### config.mk
export PLATFORM = sky130hd
export DESIGN_NAME = eth_decap
export DESIGN_NICKNAME = d
export VERILOG_FILES = /design/src/rtl/eth_decap.sv
export SDC_FILE = /design/constraint.sdc
export NUM_CORES = 1
export LEC_CHECK = 0
export ABC_AREA = 1
export BUFFER_PORTS_ARGS = -buffer_cell sky130_fd_sc_hd__buf_2
export CAP_MARGIN = 20
export CELL_PAD_IN_SITES_DETAIL_PLACEMENT = 0
export CELL_PAD_IN_SITES_GLOBAL_PLACEMENT = 1
export CORE_MARGIN = 5
export CORE_UTILIZATION = 32
export DETAILED_ROUTE_END_ITERATION = 10
export PLACE_DENSITY = 0.89
export REMOVE_ABC_BUFFERS = 1
export SLEW_MARGIN = 20
export SYNTH_ARGS = -nofsm -noshare
export SYNTH_HDL_FRONTEND = slang
export SYNTH_SLANG_ARGS = --single-unit
### constraint.sdc
create_clock -name clk156 -period 2.8 [get_ports clk156]
set_clock_uncertainty 0.1 [all_clocks]
set_input_delay 0.28 -clock clk156 [delete_from_list [all_inputs] [get_ports clk156]]
set_output_delay 0.28 -clock clk156 [all_outputs]
set_load 0.1 [all_outputs]
### src/rtl/eth_decap.sv
// eth_decap: strips the 48-byte Ethernet/IPv4/UDP/tcap header from an AXI-Stream
// frame and writes the remaining TLP payload beats into a FIFO.
// Optional feature: define DECAP_SEQ_CHECK_EN to count tcap sequence gaps.
//
// Header byte map (wire byte offsets, 6 beats of 8 bytes):
//   0-5 dst MAC, 12-13 EtherType, 14 ver/ihl, 23 IP protocol,
//   36-37 UDP dest port, 42 tcap flags (dir in bits [1:0]), 44-47 tcap seq.
module eth_decap #(
  parameter logic [47:0] eth_dst   = 48'h00_11_22_33_44_55,
  parameter logic [15:0] udp_dport = 16'h3776,
  parameter logic [15:0] eth_proto = 16'h0800  // ETH_P_IP
)(
  input  logic        clk156,
  input  logic        sys_rst,
  input  logic        s_axis_tvalid,
  output logic        s_axis_tready,
  input  logic [63:0] s_axis_tdata,
  input  logic [7:0]  s_axis_tkeep,
  input  logic        s_axis_tlast,
  input  logic        s_axis_tuser,
  output logic        wr_en,
  output logic [75:0] din,
  input  logic        full,
  output logic [31:0] pkt_cnt,
  output logic [31:0] drop_cnt,
  output logic [31:0] seq_err_cnt
);

  typedef enum logic [1:0] {RX_IDLE, RX_HDR, RX_DATA, RX_DROP} rx_state_t;
  localparam logic [7:0] IP4_PROTO_UDP = 8'd17;

  // First wire byte lands in the MSB so header fields read big-endian.
  function automatic logic [63:0] endian_conv64(input logic [63:0] x);
    logic [63:0] y;
    for (int k = 0; k < 8; k++) y[63-8*k -: 8] = x[8*k +: 8];
    return y;
  endfunction

  // Byte enables follow the byte swap: wire byte 0 enable moves to bit 7.
  function automatic logic [7:0] reverse8(input logic [7:0] x);
    logic [7:0] y;
    for (int k = 0; k < 8; k++) y[7-k] = x[k];
    return y;
  endfunction

  rx_state_t   r_state;
  logic [2:0]  r_hdr_cnt;
  logic        r_hdr_bad;
  logic [1:0]  r_dir;
  logic [31:0] r_seq;
  logic        r_live;
  logic [31:0] r_pkt_cnt;
  logic [31:0] r_drop_cnt;

  logic [63:0] w_data;
  logic [7:0]  w_keep;
  logic        w_beat;
  logic [2:0]  w_idx;
  logic        w_beat_bad;

  assign w_data = endian_conv64(s_axis_tdata);
  assign w_keep = reverse8(s_axis_tkeep);

  // r_live keeps tready low while reset is held; payload backpressure is zero-latency.
  assign s_axis_tready = r_live && ((r_state != RX_DATA) || !full);
  assign w_beat        = s_axis_tvalid && s_axis_tready;
  assign wr_en         = (r_state == RX_DATA) && w_beat;
  assign din           = (r_state == RX_DATA) ?
                         {r_dir, w_keep, w_data, s_axis_tlast, s_axis_tuser} : 76'h0;

  // Beat 0 arrives while still idle; later header beats are indexed by hdr_cnt.
  assign w_idx = (r_state == RX_IDLE) ? 3'd0 : r_hdr_cnt;

  // Per-beat header check against whichever fields this beat carries.
  always_comb begin
    w_beat_bad = 1'b0;
    case (w_idx)
      3'd0:    w_beat_bad = (w_data[63:16] != eth_dst);
      3'd1:    w_beat_bad = (w_data[31:16] != eth_proto) ||
                            (w_data[15:12] != 4'd4) || (w_data[11:8] != 4'd5);
      3'd2:    w_beat_bad = (w_data[7:0] != IP4_PROTO_UDP);
      3'd4:    w_beat_bad = (w_data[31:16] != udp_dport);
      default: w_beat_bad = 1'b0;
    endcase
  end

`ifdef DECAP_SEQ_CHECK_EN
  logic [31:0] r_exp_seq;
  logic [31:0] r_seq_err_cnt;
  assign seq_err_cnt = r_seq_err_cnt;

  // Sequence tracking: compare on each accepted frame, then resync to seq+1.
  always_ff @(posedge clk156 or posedge sys_rst) begin
    if (sys_rst) begin
      r_exp_seq     <= 32'd1;
      r_seq_err_cnt <= 32'd0;
    end else if (wr_en && s_axis_tlast) begin
      if (r_seq != r_exp_seq) r_seq_err_cnt <= r_seq_err_cnt + 32'd1;
      r_exp_seq <= r_seq + 32'd1;
    end
  end
`else
  logic w_unused_seq;
  assign w_unused_seq = ^r_seq;
  assign seq_err_cnt  = 32'h0;
`endif

  assign pkt_cnt  = r_pkt_cnt;
  assign drop_cnt = r_drop_cnt;

  // Receive FSM: header parse, then forward or discard the rest of the frame.
  always_ff @(posedge clk156 or posedge sys_rst) begin
    if (sys_rst) begin
      r_state    <= RX_IDLE;
      r_hdr_cnt  <= 3'd0;
      r_hdr_bad  <= 1'b0;
      r_dir      <= 2'd0;
      r_seq      <= 32'd0;
      r_live     <= 1'b0;
      r_pkt_cnt  <= 32'd0;
      r_drop_cnt <= 32'd0;
    end else begin
      r_live <= 1'b1;
      case (r_state)
        RX_IDLE: if (w_beat) begin
          r_hdr_bad <= w_beat_bad;
          if (s_axis_tlast) begin
            r_drop_cnt <= r_drop_cnt + 32'd1;
            r_hdr_cnt  <= 3'd0;
          end else begin
            r_state   <= RX_HDR;
            r_hdr_cnt <= 3'd1;
          end
        end
        RX_HDR: if (w_beat) begin
          r_hdr_bad <= r_hdr_bad | w_beat_bad;
          if (r_hdr_cnt == 3'd5) begin
            r_dir     <= w_data[41:40];
            r_seq     <= w_data[31:0];
            r_hdr_cnt <= 3'd0;
            if (s_axis_tlast) begin
              // header-only frame carries no payload: discard
              r_state    <= RX_IDLE;
              r_drop_cnt <= r_drop_cnt + 32'd1;
            end else if (r_hdr_bad || w_beat_bad) begin
              r_state <= RX_DROP;
            end else begin
              r_state <= RX_DATA;
            end
          end else if (s_axis_tlast) begin
            r_state    <= RX_IDLE;
            r_hdr_cnt  <= 3'd0;
            r_drop_cnt <= r_drop_cnt + 32'd1;
          end else begin
            r_hdr_cnt <= r_hdr_cnt + 3'd1;
          end
        end
        RX_DATA: if (w_beat && s_axis_tlast) begin
          r_state   <= RX_IDLE;
          r_pkt_cnt <= r_pkt_cnt + 32'd1;
        end
        RX_DROP: if (w_beat && s_axis_tlast) begin
          r_state    <= RX_IDLE;
          r_drop_cnt <= r_drop_cnt + 32'd1;
        end
        default: r_state <= RX_IDLE;
      endcase
    end
  end

endmodule

==> results_dict.tcl, run 1 <==
set metrics [dict create \
    hold_viol 0 \
    critPathCaptureType "output port" \
    synth_top_area_share_pct 34.9 \
    port_buffers 219 \
    cp.arrival_ps 2100 \
    syn_to_final_growth_pct 29.9 \
    rsz0062_at_grt "no" \
    post_cts_buffers 0 \
    gr-total-overflow 0 \
    num_rows 46 \
    syn_area_um2 5240 \
    post-route-period-util_pct 88.7 \
    ir_worst_vdd_v 0.000684 \
    min_period_ps 2480 \
    cp.required_ps 2420 \
    ys_ff_latch 73 \
    p_total_mw 6.95 \
    antenna_found_initial 1 \
    wl_met1_mm 6.67 \
    wl_per_cell_um 12.9 \
    dp_hpwl_mm 12.7 \
    firstDrtPassIters 4 \
    grt_pass1_wl_mm 24.1 \
    die_x_um 138 \
    grt_use_total_pct 16.0 \
    register_area_um2 1830 \
    worstSetupStartpoint "r_state[0]" \
    layout_setup_ws_ps 317 \
    drcViolationCount 0 \
    die_area_um2 19000 \
    syn_inst 778 \
    clk_pin_slew_worst_paths_ps 60 \
    hold_buffers 1 \
    crit_type "reg -> out" \
    drive_above_1_share_pct 26.9 \
    static-leakage-power_nw 4.01 \
    slew_viol_final 0 \
    final_nets 1082 \
    netlist_top_cells_area "dfrtp_1, nand2_1, nor2_1" \
    dp_slack_ps 657 \
    outcome "finished clean" \
    tightest_slew_ps 708 \
    start_util_pct 32.9 \
    htreeDepth 3 \
    final_cell_area_um2 6800 \
    grt_pass1_vias 4844 \
    vias 5260 \
    timing.fmax_mhz 403 \
    crit_buf_inv 3 \
    cts_made_buffers 9 \
    cap_violations 0 \
    cp_cell_sequence "nor2_4 > inv_2 > buf_4 > nor2_1 > buf_2" \
    ctsResizeCount 0 \
    r2r-start "r_state[1]" \
    fin_tns_setup_ps 0 \
    viasPerCell 4.30 \
    multiInputGateArea_um2 2680 \
    slowest_stage "buf_2" \
    root_buffer "clkbuf_16" \
    yosysWarnings 0 \
    relSlewSlack_pct 52.8 \
    holdCritStartpoint "s_axis_tdata[16]" \
    synth_top_area_cell "dfrtp_1" \
    routed_wl_mm 15.7 \
    whs_ps 78.7 \
    crit_path_max_fanout 75 \
    core_area_um2 15900 \
    grt_max_degree 76 \
    postPlaceCellArea_um2 6470 \
    power_density_nw_per_um2 1020 \
    clock_sinks 73 \
    dieHeight_um 138 \
    drtAntennaViolNets 0 \
    synth.avg_cell_area_um2 6.73 \
    finalSetupViolCount 0 \
    critPathTopFamily "buffers and inverters" \
    io_pins 252 \
    critPathMaxStageDelay_ps 460 \
    drt_iter0_drc 296 \
    hp-class "in -> reg" \
    fillers 1690 \
    clock_path_buffers 2 \
    yosysUniqueCellTypes 34 \
    wl_met2_mm 7.81 \
    top_layer_used "met4" \
    cts_tree "done" \
    clock_latency_ps 340 \
    seq_area_frac_synth_pct 34.9 \
    met3_length_mm 1.05 \
    globalplace.congestion 0.863 \
    cp-start-kind "register" \
]
[sequential cells by signal (all words and copies together), names as in the netlist]
register,cells
drop_cnt,32
r_state,2
r_hdr_cnt,3
r_dir,2
r_live,1
pkt_cnt,32
r_hdr_bad,1
[per-layer routing]
metal	GRT usage, %	vias up
li1	-	2720
met1	19.5	2349
met2	28.3	176
met3	3.34	15
met4	4.67	0
met5	0	-
[where the power goes]
part           total, mW  leakage, nW  internal [mW]  switching (mW)
combinational       4.36         2.92          0.542            3.82
sequential          1.33        0.942           1.18           0.145
clock               1.26        0.153          0.807           0.451
[worst paths after layout]
check                      depth (start not counted)  slack, ps      endpoint
setup / recovery                                   5        320       din[64]
hold / removal                                     3         80      r_dir[0]
setup reg to reg                                  12        830  drop_cnt[23]
hold reg to reg                                    1        400   pkt_cnt[24]
max in group asynchronous                          4       1530  drop_cnt[14]
min in group asynchronous                          3        420   pkt_cnt[28]
[final cells by class]
cell class	count	area share [%]
Clock inverter	4	1.12
Tap cell	216	3.97
Timing Repair Buffer	223	16.8
Clock buffer	12	3.62
Sequential cell	73	26.9
Inverter	149	8.22
Antenna cell	1	0.0368
Multi-Input combinational cell	544	39.4
[metrics by stage]
step	util, %	cells
2_1_floorplan	-	766
3_3_place_gp	40.6	1204
3_5_place_dp	40.6	1204
4_1_cts	42.7	1221
5_1_grt	42.7	1222
6_report	42.7	1222
[cells by family (layout without fill, tap and decap cells)]
group,Yosys count,in the layout,synth area share [%]
adders and majority gates,4,4,0.956
other,2,34,0.143
AOI/OAI and AO/OA,18,18,1.91
buffers and inverters,192,388,16.2
and+or+nand+nor,430,430,36.1
xor gates and xnor gates,59,59,9.87
DFF,73,73,34.9
[cell usage after synthesis]
library cell    n
a21oi_1         3
nor3_2          8
buf_2           2
nand2_1       171
nor3b_1         1
nor4_2          1
nand4_1        14
and3_1          1
dfrtp_1        73
xnor2_1        21
nor2_1        159
a31o_2          1
nand2_4         2
o2111ai_1       1
o21ai_0        10
nand2_2         1
conb_1          2
nor3b_2         1
inv_1         143
o31ai_1         1
nor2_4          4
nand3b_1        2
buf_4          33
nor4_1          6
clkbuf_1        1
buf_1           7
nand3_4         1
nor3_1         21
nand3_1        29
xor2_1         38
inv_2           6
nor2_2          8
o21ai_1         2
ha_1            4
[placed cells by master (no fill, tap or decap), types with 3 or more instances in the layout]
master / Yosys / layout
a21oi_1: 3 / 3
buf_2: 2 / 219
clkbuf_16: 0 / 9
conb_1: 2 / 33
dfrtp_1: 73 / 73
ha_1: 4 / 4
inv_1: 143 / 142
inv_2: 6 / 7
nand2_1: 171 / 171
nand3_1: 29 / 29
nand4_1: 14 / 14
nor2_1: 159 / 159
nor2_2: 8 / 8
nor2_4: 4 / 4
nor3_1: 21 / 21
nor3_2: 8 / 8
nor4_1: 6 / 6
o21ai_0: 10 / 10
xnor2_1: 21 / 21
xor2_1: 38 / 38
[worst reg2reg max path: stages (launching register included)]
cell and delay [ps]:
dfrtp_1 410, inv_2 110, nor2_4 50, nand2_2 90
nand3_4 100, nor2_4 140, nand2_4 170, inv_2 250
nand2_1 130, nor2_2 150, nand2_1 70, nand2_1 60
nand2_1 50
Note: power is estimated with default switching activity, not from simulation.
==> inputs of run 2 (changes only) <==
Clock period 2.8 ns to 2.5 ns, I/O delays scaled along.
==> run 2 against run 1 <==
  * Worst hold slack got worse by 37 ps
  * Sequential cell count is the same
  * Cell count shrank 0.25%
  * Critical path type unchanged
  * Clock-buffer cell count shrank 2
  * First-iteration DRC count down 19%
  * Global-route usage up 0.097 points
==> results_dict.tcl, run 2 (synthesis gave the netlist of run 1 again) <==
set metrics [dict create \
    power_density_nw_per_um2 1140 \
    cts_tree "done" \
    layout_setup_ws_ps 210 \
    final_nets 1081 \
    outcome "finished clean" \
    min_period_ps 2290 \
    gr-total-overflow 0 \
    rr_worst_depth 12 \
    cp.arrival_ps 1940 \
    pwr-share-seq_pct 19.5 \
    switching_share_pct 64.8 \
    whs_ps 41.5 \
    instances_no_fill 1219 \
    worstSetupStartpoint "r_state[0]" \
    cap_violations 0 \
    clock_latency_ps 340 \
    vias 5223 \
    static-leakage-power_nw 4.00 \
    most-common-layout-cells "buf_2, nand2_1, nor2_1" \
    placed_cells 1203 \
    grt_use_total_pct 16.1 \
    post_cts_buffers 0 \
    hold_viol 0 \
    r2r-start "r_state[1]" \
    antenna_found_initial 0 \
    fillers 1672 \
    dp_slack_ps 448 \
    post-route-period-util_pct 91.6 \
    hold_path_depth 3 \
    timing.fmax_mhz 437 \
    globalplace.congestion 0.836 \
    hp-class "in -> reg" \
    die_x_um 138 \
    die_area_um2 19000 \
    viasPerCell 4.28 \
    cp.required_ps 2150 \
    dp_hpwl_mm 12.9 \
    grt_max_degree 76 \
    clock_path_buffers 2 \
    tightest_slew_ps 548 \
    dieHeight_um 138 \
    ir_worst_vdd_v 0.000752 \
    clk_pin_slew_worst_paths_ps 60 \
    crit_path_max_fanout 75 \
    num_rows 46 \
    slew_viol_final 0 \
    crit_type "reg -> out" \
    p_total_mw 7.67 \
    rsz0062_at_grt "no" \
    port_buffers 219 \
    wl_per_cell_um 13.0 \
    cts_made_buffers 9 \
    relSlewSlack_pct 63.4 \
    holdCritStartpoint "s_axis_tdata[16]" \
    final_common_cell "buf_2" \
    drtAntennaViolNets 0 \
    drcViolationCount 0 \
    grt_pass1_wl_mm 24.2 \
    core_area_um2 15900 \
    clkPwrFrac_pct 16.7 \
    root_buffer "clkbuf_16" \
    comb_power_share_pct 63.8 \
    r2r_slack_ps 500 \
    htreeDepth 3 \
    cp-start-kind "register" \
    syn_to_final_growth_pct 29.1 \
    drt_iter0_drc 239 \
    min_to "r_dir[0]" \
    clock_sinks 73 \
    drive_above_1_share_pct 26.8 \
    p_sw_mw 4.97 \
    antenna_cells 0 \
    routed_wl_mm 15.9 \
    critPathCaptureType "output port" \
    p_int_mw 2.70 \
    regToRegEndpoint "drop_cnt[23]" \
    start_util_pct 32.9 \
    io_pins 252 \
    finalSetupViolCount 0 \
    grt_pass1_vias 4867 \
    firstDrtPassIters 6 \
]
==> run 2: timing repair <==
item	in CTS	in global routing
resized for setup	0	1
hold buffers	1	0
setup endpoints to repair	0	72
endpoints found under the hold margin	23	0
==> run 2: power by group through the flow <==
stage          registers (mW)  logic [mW]  clock network [mW]
3_5_place_dp             1.51        4.92                   0
3_3_place_gp             1.52        4.91                   0
5_1_grt                  1.52        5.11                1.35
4_1_cts                  1.50        4.93                1.31
6_report                 1.50        4.90                1.28
2_1_floorplan            2.19        3.47                   0
==> run 2: cell type report <==
cell class | count | area (um^2) | area share, %
inverters | 149 | 559 | 8.27
repair buffers | 222 | 1140 | 16.8
multi-input cells | 544 | 2680 | 39.6
well taps | 216 | 270 | 4.00
clock inverters | 5 | 57.6 | 0.851
clock buffers | 10 | 229 | 3.39
flip-flops and latches | 73 | 1830 | 27.0
==> run 2: through the flow <==
step	util (%)	area, um^2	TNS [ps]
after floorplan	-	5070	-11450
after global placement	40.5	6460	0
after detailed placement	40.5	6460	0
after CTS	42.4	6760	0
after global routing	42.4	6760	0
final	42.4	6760	0
==> run 2: routing by layer <==
layer  share of wire [%]  global-route usage [%]  up-vias
met2                  49                    28.3      163
met5                   0                       0        -
met3                 6.8                    3.23       24
met1                  43                    19.9     2326
li1                    -                       -     2710
met4                 1.6                    4.72        0
==> run 2: worst max-delay path, cell delays in order, from the launching register on <==
cell	delay [ps]
dfrtp_1	460
nor2_4	170
inv_2	90
buf_6	240
nor2_1	150
buf_2	440
==> run 2: worst max path at each step <==
stage	to	slack, ps	cells after the start
floorplan	din[0]	-150	3
global route	din[68]	80	5
finish	din[21]	210	5
CTS	din[68]	70	6
detailed placement	din[29]	450	6
global placement	din[29]	480	6
